<file path="config.mk">
export PLATFORM = sky130hd
export DESIGN_NAME = pipe_trace_buffer_flat
export DESIGN_NICKNAME = d
export VERILOG_FILES = /design/src/rtl/pipe_trace_buffer_if.sv /design/src/rtl/pipe_trace_buffer.sv /design/src/flat_wrapper.sv
export SDC_FILE = /design/constraint.sdc
export NUM_CORES = 1
export LEC_CHECK = 0
export CORE_ASPECT_RATIO = 1.4
export CORE_MARGIN = 1.5
export CORE_UTILIZATION = 32
export CTS_BUF_LIST = sky130_fd_sc_hd__clkbuf_8
export CTS_CLUSTER_DIAMETER = 60
export DETAILED_ROUTE_END_ITERATION = 6
export GPL_TIMING_DRIVEN = 0
export PLACE_DENSITY = 0.58
export SLEW_MARGIN = 20
export SYNTH_ARGS = -nofsm -noshare
export SYNTH_HDL_FRONTEND = slang
export SYNTH_SLANG_ARGS = --single-unit
</file>
<file path="constraint.sdc">
create_clock -name clock -period 13.7 [get_ports clock]
set_clock_uncertainty 0.1 [all_clocks]
set_input_delay 4.11 -clock clock [delete_from_list [all_inputs] [get_ports clock]]
set_output_delay 4.11 -clock clock [all_outputs]
set_load 0.01 [all_outputs]
</file>
<file path="src/rtl/pipe_trace_buffer_if.sv">
// Signal bundle for pipe_trace_buffer: capture inputs, trigger/arm control,
// drain handshake and status outputs.
interface pipe_trace_buffer_if #(
  parameter int unsigned DATA_W     = 16,
  parameter int unsigned NUM_STAGES = 4,
  parameter int unsigned DEPTH      = 8,
  parameter int unsigned CYC_W      = 16
);
  localparam int unsigned ENTRY_W = CYC_W + NUM_STAGES + NUM_STAGES * DATA_W;
  localparam int unsigned CNT_W   = $clog2(DEPTH + 1);

  logic [NUM_STAGES-1:0]        stage_valid;
  logic [NUM_STAGES*DATA_W-1:0] stage_word;
  logic                         cap_all;
  logic                         arm;
  logic                         trigger;
  logic [CNT_W-1:0]             post_count;
  logic                         rd_ready;
  logic                         rd_valid;
  logic [ENTRY_W-1:0]           rd_data;
  logic [CNT_W-1:0]             count;
  logic                         overflow;
  logic [1:0]                   state;
  logic [CYC_W-1:0]             trig_cycle;
  logic [CYC_W-1:0]             cycle_count;

  modport master (
    output stage_valid, stage_word, cap_all, arm, trigger, post_count, rd_ready,
    input  rd_valid, rd_data, count, overflow, state, trig_cycle, cycle_count
  );

  modport slave (
    input  stage_valid, stage_word, cap_all, arm, trigger, post_count, rd_ready,
    output rd_valid, rd_data, count, overflow, state, trig_cycle, cycle_count
  );
endinterface

</file>
<file path="src/rtl/pipe_trace_buffer.sv">
// Circular trace buffer of per-cycle pipeline snapshots with arm/trigger/post-count
// capture control and an oldest-first valid/ready drain once frozen.
module pipe_trace_buffer #(
  parameter int unsigned DATA_W     = 16,
  parameter int unsigned NUM_STAGES = 4,
  parameter int unsigned DEPTH      = 8,
  parameter int unsigned CYC_W      = 16
) (
  input logic              clock,
  input logic              reset,
  pipe_trace_buffer_if.slave bus
);
  localparam int unsigned ENTRY_W = CYC_W + NUM_STAGES + NUM_STAGES * DATA_W;
  localparam int unsigned CNT_W   = $clog2(DEPTH + 1);
  localparam int unsigned PTR_W   = $clog2(DEPTH);

  typedef enum logic [1:0] {
    IDLE   = 2'd0,
    ARMED  = 2'd1,
    POST   = 2'd2,
    FROZEN = 2'd3
  } state_t;

  state_t             st;
  logic [ENTRY_W-1:0] mem [DEPTH];
  logic [PTR_W-1:0]   wr_ptr;
  logic [PTR_W-1:0]   rd_ptr;
  logic [CNT_W-1:0]   cnt;
  logic [CNT_W-1:0]   post_left;
  logic [CNT_W-1:0]   post_clamped;
  logic [CYC_W-1:0]   cyc;
  logic [CYC_W-1:0]   trig_cyc;
  logic               ovf;
  logic               cap;
  logic               pop;
  logic               full;
  logic               rd_valid_i;

  always_comb begin
    // arm pre-empts capture so the clearing cycle never writes an entry
    cap          = (st == ARMED || st == POST) && (bus.cap_all || |bus.stage_valid) && !bus.arm;
    rd_valid_i   = (st == FROZEN) && (cnt != '0);
    pop          = rd_valid_i && bus.rd_ready;
    full         = (cnt == CNT_W'(DEPTH));
    post_clamped = (bus.post_count > CNT_W'(DEPTH - 1)) ? CNT_W'(DEPTH - 1) : bus.post_count;
  end

  always_ff @(posedge clock) begin
    if (cap) begin
      mem[wr_ptr] <= {cyc, bus.stage_valid, bus.stage_word};
    end
  end

  always_ff @(posedge clock or posedge reset) begin
    if (reset) begin
      st        <= IDLE;
      wr_ptr    <= '0;
      rd_ptr    <= '0;
      cnt       <= '0;
      post_left <= '0;
      cyc       <= '0;
      trig_cyc  <= '0;
      ovf       <= 1'b0;
    end else begin
      cyc <= cyc + CYC_W'(1);
      if (bus.arm) begin
        st        <= ARMED;
        wr_ptr    <= '0;
        rd_ptr    <= '0;
        cnt       <= '0;
        post_left <= '0;
        ovf       <= 1'b0;
      end else begin
        if (cap) begin
          wr_ptr <= wr_ptr + PTR_W'(1);
          if (full) begin
            rd_ptr <= rd_ptr + PTR_W'(1);
            ovf    <= 1'b1;
          end else begin
            cnt <= cnt + CNT_W'(1);
          end
        end else if (pop) begin
          rd_ptr <= rd_ptr + PTR_W'(1);
          cnt    <= cnt - CNT_W'(1);
        end

        case (st)
          ARMED: if (bus.trigger) begin
            trig_cyc  <= cyc;
            post_left <= post_clamped;
            st        <= (post_clamped == '0) ? FROZEN : POST;
          end
          // post_left is at least 1 here; the trigger entry was not counted
          POST: if (cap) begin
            post_left <= post_left - CNT_W'(1);
            if (post_left == CNT_W'(1)) st <= FROZEN;
          end
          default: ;
        endcase
      end
    end
  end

  always_comb begin
    bus.rd_valid    = rd_valid_i;
    bus.rd_data     = rd_valid_i ? mem[rd_ptr] : '0;
    bus.count       = cnt;
    bus.overflow    = ovf;
    bus.state       = st;
    bus.trig_cycle  = trig_cyc;
    bus.cycle_count = cyc;
  end
endmodule

</file>
<file path="src/flat_wrapper.sv">
// flat-port wrapper written by rule: the top's interface ports become plain ports
module pipe_trace_buffer_flat 
#(
  parameter int unsigned DATA_W     = 16,
  parameter int unsigned NUM_STAGES = 4,
  parameter int unsigned DEPTH      = 8,
  parameter int unsigned CYC_W      = 16
)
  (clock, reset, bus_stage_valid, bus_stage_word, bus_cap_all, bus_arm, bus_trigger, bus_post_count, bus_rd_ready, bus_rd_valid, bus_rd_data, bus_count, bus_overflow, bus_state, bus_trig_cycle, bus_cycle_count);
  pipe_trace_buffer_if #(.DATA_W(DATA_W), .NUM_STAGES(NUM_STAGES), .DEPTH(DEPTH), .CYC_W(CYC_W)) bus_i ();
  input logic clock;
  input logic reset;
  input wire logic [$bits(bus_i.stage_valid)-1:0] bus_stage_valid;
  input wire logic [$bits(bus_i.stage_word)-1:0] bus_stage_word;
  input wire logic [$bits(bus_i.cap_all)-1:0] bus_cap_all;
  input wire logic [$bits(bus_i.arm)-1:0] bus_arm;
  input wire logic [$bits(bus_i.trigger)-1:0] bus_trigger;
  input wire logic [$bits(bus_i.post_count)-1:0] bus_post_count;
  input wire logic [$bits(bus_i.rd_ready)-1:0] bus_rd_ready;
  output wire logic [$bits(bus_i.rd_valid)-1:0] bus_rd_valid;
  output wire logic [$bits(bus_i.rd_data)-1:0] bus_rd_data;
  output wire logic [$bits(bus_i.count)-1:0] bus_count;
  output wire logic [$bits(bus_i.overflow)-1:0] bus_overflow;
  output wire logic [$bits(bus_i.state)-1:0] bus_state;
  output wire logic [$bits(bus_i.trig_cycle)-1:0] bus_trig_cycle;
  output wire logic [$bits(bus_i.cycle_count)-1:0] bus_cycle_count;
  assign bus_i.stage_valid = bus_stage_valid;
  assign bus_i.stage_word = bus_stage_word;
  assign bus_i.cap_all = bus_cap_all;
  assign bus_i.arm = bus_arm;
  assign bus_i.trigger = bus_trigger;
  assign bus_i.post_count = bus_post_count;
  assign bus_i.rd_ready = bus_rd_ready;
  assign bus_rd_valid = bus_i.rd_valid;
  assign bus_rd_data = bus_i.rd_data;
  assign bus_count = bus_i.count;
  assign bus_overflow = bus_i.overflow;
  assign bus_state = bus_i.state;
  assign bus_trig_cycle = bus_i.trig_cycle;
  assign bus_cycle_count = bus_i.cycle_count;
  pipe_trace_buffer #(.DATA_W(DATA_W), .NUM_STAGES(NUM_STAGES), .DEPTH(DEPTH), .CYC_W(CYC_W)) u_core (.clock(clock), .reset(reset), .bus(bus_i));
endmodule
</file>
== Word-level counts from Yosys, hierarchy flattened ==
Memory sizes are Yosys's and may differ from the RTL's.
Cells that the tools add are included.

* Register bits: 49
* Word-level logic and storage cells: 74
* Input port bits: 78
* Output and inout port bits: 124
* Memories: 1
* RAM bits: 672

* Mux-type cells: 27
* Equal/unequal tests: 10
* Magnitude comparators: 1
* Bitwise operators: 1
* Add/sub/neg operators: 6
* Reductions and logical operators: 20

{| class="wikitable"
|+ Memories
! name !! depth !! bits a word !! read ports !! clocked after Yosys merged registers in !! write ports !! RTL line !! RTL
|-
| u_core.mem || 8 || 84 || 1 || 0 || 1 || pipe_trace_buffer.sv:25 || <nowiki>logic [ENTRY_W-1:0] mem [DEPTH];</nowiki>
|}

{| class="wikitable"
|+ Operators by type and width
! cell !! count
|-
| $mux W84 || 1
|-
| $mux W4 || 8
|-
| $mux W3 || 6
|-
| $add A16 B1 Y16 const B || 1
|-
| $ne A3 B3 Y1 const B || 4
|-
| $mux W2 || 4
|-
| $pmux W4 S2 || 1
|-
| $sub A4 B1 Y4 const B || 2
|-
| $add A3 B1 Y3 const B || 2
|-
| $mux W1 || 6
|-
| $reduce_and A2 Y1 || 3
|-
| $reduce_and A3 Y1 || 2
|-
| $reduce_bool A3 Y1 || 2
|-
| $add A4 B1 Y4 const B || 1
|-
| $eq A2 B2 Y1 const B || 2
|-
| $eq A4 B1 Y1 const B || 1
|-
| $eq A4 B4 Y1 const B || 1
|-
| $gt A4 B3 Y1 const B || 1
|-
| $logic_and A1 B1 Y1 || 4
|-
| $logic_not A4 Y1 || 1
|-
| $pmux W2 S2 || 1
|-
| $reduce_and A4 Y1 || 1
|-
| $reduce_bool A2 Y1 || 2
|-
| $reduce_bool A4 Y1 || 1
|-
| 6 further kinds || 7
|}

== Logic depth before layout (Yosys ltp) ==
* Depth in word-level cells: 7
* Mapped depth: 11
* Gate-level depth less buffers: 11

== Worst setup path after synthesis ==
No wires, ideal clock.

* Path kind: input -> register
* From: in bus_stage_valid[0]
* To: mem u_core.mem[0][0] (netlist bit), enable pin
* Setup time: 0.732 ns
* Data required time: 12.868 ns
* Arrival: 12.557 ns
* Buffers on the path: 0
* Stages: 4
* Slack: 0.311 ns
* Cells stage by stage: or4_4 o21a_1 nand2b_1 nor4_1

* Longest elaborated chain between the ends: 6

{| class="wikitable"
|+ RTL lines
! what !! RTL line !! RTL
|-
| start: declaration || flat_wrapper.sv:13 || <nowiki>input wire logic [$bits(bus_i.stage_valid)-1:0] bus_stage_valid;</nowiki>
|-
| $reduce_or A4 Y1 || pipe_trace_buffer.sv:41 || <nowiki>cap = (st == ARMED || st == POST) && (bus.cap_all || |bus.stage_valid) && !bus.arm;</nowiki>
|-
| $logic_or A1 B1 Y1 || pipe_trace_buffer.sv:41 ||
|-
| $logic_and A1 B1 Y1 (2 in a row) || pipe_trace_buffer.sv:41 ||
|-
| $mux W1 || pipe_trace_buffer.sv:49 || <nowiki>if (cap) begin</nowiki>
|-
| $mux W1 (implied by the code) || pipe_trace_buffer.sv:50 || <nowiki>mem[wr_ptr] <= {cyc, bus.stage_valid, bus.stage_word};</nowiki>
|-
| end: declaration || pipe_trace_buffer.sv:25 ||
|}

No other way between the ends.

== Worst setup path after layout ==
* From: reg u_core.cnt[0], in the netlist u_core.bus.count[0]
* To: out bus_rd_data[42]

* Longest elaborated chain between the ends: 3

{| class="wikitable"
|+ RTL lines
! what !! RTL line !! RTL
|-
| start: declaration || pipe_trace_buffer.sv:28 || <nowiki>logic [CNT_W-1:0] cnt;</nowiki>
|-
| start signal: assignment || pipe_trace_buffer.sv:80 || <nowiki>cnt <= cnt + CNT_W'(1);</nowiki>
|-
| start signal: assignment || pipe_trace_buffer.sv:84 || <nowiki>cnt <= cnt - CNT_W'(1);</nowiki>
|-
| $reduce_bool A4 Y1 || pipe_trace_buffer.sv:42 || <nowiki>rd_valid_i = (st == FROZEN) && (cnt != '0);</nowiki>
|-
| $logic_and A1 B1 Y1 || pipe_trace_buffer.sv:42 ||
|-
| $mux W84 || pipe_trace_buffer.sv:106 || <nowiki>bus.rd_data = rd_valid_i ? mem[rd_ptr] : '0;</nowiki>
|-
| end: declaration || flat_wrapper.sv:21 || <nowiki>output wire logic [$bits(bus_i.rd_data)-1:0] bus_rd_data;</nowiki>
|}

No other way between the ends.

==> run metrics <==
initial antenna violation count 9; setup bufs post-CTS 0; final slew viol count 0; TritonCTS Buffers approximately 110; FF-to-FF End u_core.mem[0][18]; Fill cells a little under 8000; DRC viols 0; fmax 118 MHz; IO Pins between 200 and 250; Placed Area 32100 um^2; Reg2Reg Depth 10; final setup vio count 0; die height roughly 350 um; most instantiated cells after synthesis 672 x edfxtp_1, 186 x nand2_1, 168 x mux4_2; post-synthesis sequential area ratio slightly below 80%; buffers added on ports around 200; Adder-Cell Fraction of Synth Area less than 1%; Yosys Warn Count 0; routed len/inst roughly 23 um; status complete, no violations; period utilisation layout 61.9%; unrepaired setup endpoints after global routing false; vias 14400; first-pass GRT wire length a little over 100 mm; minimum clock period roughly 8.5 ns; Syn Nets between 1000 and 1500; endpoint type of the worst setup path primary output; cts repair resizes 0; Synth async-reset ratio under 10%; Least-Margin Pin Slew 0.980 ns; post-route setup slack about 5.2 ns; Leak approximately 11 nW; worst slack, placed between 5 and 6 ns; Synth Area in Compound Gates around 2.2%; critical path type reg2out; clock tree from TritonCTS done; gr usage total approximately 16%; largest family of logic cells by synthesized area multiplexers; total power just over 5 mW; Area growth syn-to-layout 23.3%; Mapped Area between 20000 and 30000 um^2; htree depth 3; Power Density 152 nW/um^2; Final ANT Viol Nets 0; Synth Flop Type edfxtp_1; hpwl dp between 40 and 50 mm; Syn Inst Count ~1400; fraction of layout cells with a size suffix above 1 approximately 24%; area leader, netlist edfxtp_1; drt first pass iters 5; mux contribution to synthesized area between 10% and 20%; root buf cell clkbuf_8; Mean Syn Cell Area 20.1 um^2; final WL approximately 69 mm; top cells by area, synth edfxtp_1 73%, mux4_2 14%, dfrtp_1 4.4%; clock slew at the register clock pins of the worst setup and hold paths approximately 0.060 ns; Hold Buf Count CTS 0; total grt overflow 0; Crit path required time 9.49 ns; Worst Hold Depth 2; xor/xnor share of the synthesized area less than 1%; 1st-iter DRT viols 1007; largest net degree at the start of global routing 33; Core Box Area around 86000 um^2; Max-Cap Viols 0; DR vias/cell slightly below 5; vias in the first global route around 16000; RR Startpoint u_core.bus.state[0]; #FFs+latches synth approximately 720; post-synth top area share around 73%; simple-gate area share of the yosys netlist 3.51%; Max-slew headroom 34.0%; Clock Latency Late Sink around 0.74 ns; Initial Util about a third; R2R setup slack between 10 and 15 ns; post-route cell area ~34000 um^2; most common cell in the netlist edfxtp_1; CTS Buffer Depth 3; Fin. Hold Viols 0; clk sink count ~700; Fin Hold WS roughly 0.40 ns; Yosys cell types slightly above 40; worst hold start u_core.bus.trig_cycle[0]; CP Launch Type flop; Final GP Congestion roughly 0.73; HP Class reg2reg; post-route core utilization about two fifths; die area a little under 90000 um^2; cell row count around 130; Final #Nets roughly 1900; Hold EP u_core.bus.trig_cycle[0]; Max VDD drop roughly 100 uV; Die Wd roughly 250 um; Data arrival, critical path between 4 and 5 ns; Post-synth EDFFs 672; CP max FO 10
==> layout make-up <==
class	instances	area, um^2	share of cell area (%)
clock inverter	83	485	1.42
buffer	70	293	0.858
timing repair buffer	295	3000	8.80
clock buffer	112	1540	4.52
inverter	15	56.3	0.165
multi-input combinational	572	5980	17.5
sequential	721	21400	62.7
tap	1096	1370	4.02
antenna	2	5.00	0.0147
==> logic make-up after synthesis <==
group	count (synthesis)
AO/OA/AOI/OAI	112
multiplexers	189
adder cells (fa/ha/maj)	11
AND/OR/NAND/NOR	240
flip-flops	721
XOR/XNOR	20
buffers and inverters	85
==> critical path: stages (launching register included) <==
cell and delay, ns:
dfrtp_1 0.46, o41ai_2 0.93, clkbuf_1 0.76, buf_1 0.59, a21oi_1 0.24, clkdlybuf4s50_1 0.55
==> per-stage QoR <==
stage	cells	TNS [ns]
floorplan	1378	0
global placement	2675	-2713.96
detailed placement	2769	0
CTS	2964	0
global route	2966	0
finish	2966	0
==> per-layer routing <==
| metal | part of all wire, % | wire [um] | GRT usage [%] | vias to the layer above |
|---|---|---|---|---|
| met5 | 0.10 | 70 | 0 | - |
| met4 | 2.2 | 1490 | 5.25 | 10 |
| met3 | 5.7 | 3930 | 3.29 | 104 |
| met2 | 51 | 35200 | 27.2 | 401 |
| met1 | 41 | 28100 | 19.3 | 7541 |
| li1 | - | - | - | 6351 |
==> placed cells by master, fill, tap and decap left out, types with 35 or more instances in the layout <==
cell type and n:
inv_1 48, buf_4 49, buf_2 35, edfxtp_1 672
clkbuf_8 112, dfrtp_1 49, clkbuf_1 36, nand2_1 186
mux4_2 168, a21oi_1 93, clkdlybuf4s50_1 201
==> how the worst max path moves through the flow <==
stage | endpoint | slack, ns | start
2_1_floorplan | u_core.mem[0][0] | 0.31 | bus_stage_valid[0]
3_3_place_gp | u_core.mem[0][31] | -10.16 | bus_stage_valid[0]
3_5_place_dp | u_core.mem[0][22] | 5.86 | bus_stage_valid[0]
4_1_cts | bus_rd_data[42] | 5.03 | u_core.bus.count[0]
5_1_grt | bus_rd_data[59] | 5.01 | u_core.bus.count[0]
6_report | bus_rd_data[42] | 5.22 | u_core.bus.count[0]
==> registers in the layout, summed over array words and instances, names as in the netlist <==
register	count
u_core.bus.overflow	1
u_core.bus.cycle_count	16
u_core.bus.count	4
u_core.rd_ptr	3
u_core.post_left	4
u_core.bus.state	2
u_core.mem	672
u_core.bus.trig_cycle	16
u_core.wr_ptr	3
==> where the power goes <==
part,leakage (nW),internal (mW),switching [mW]
clock,1.17,0.851,0.817
combinational,3.29,0.431,0.472
sequential,6.63,2.57,0.0476
total,11.1,3.85,1.34
No activity file was read; power rests on OpenSTA's default activity.
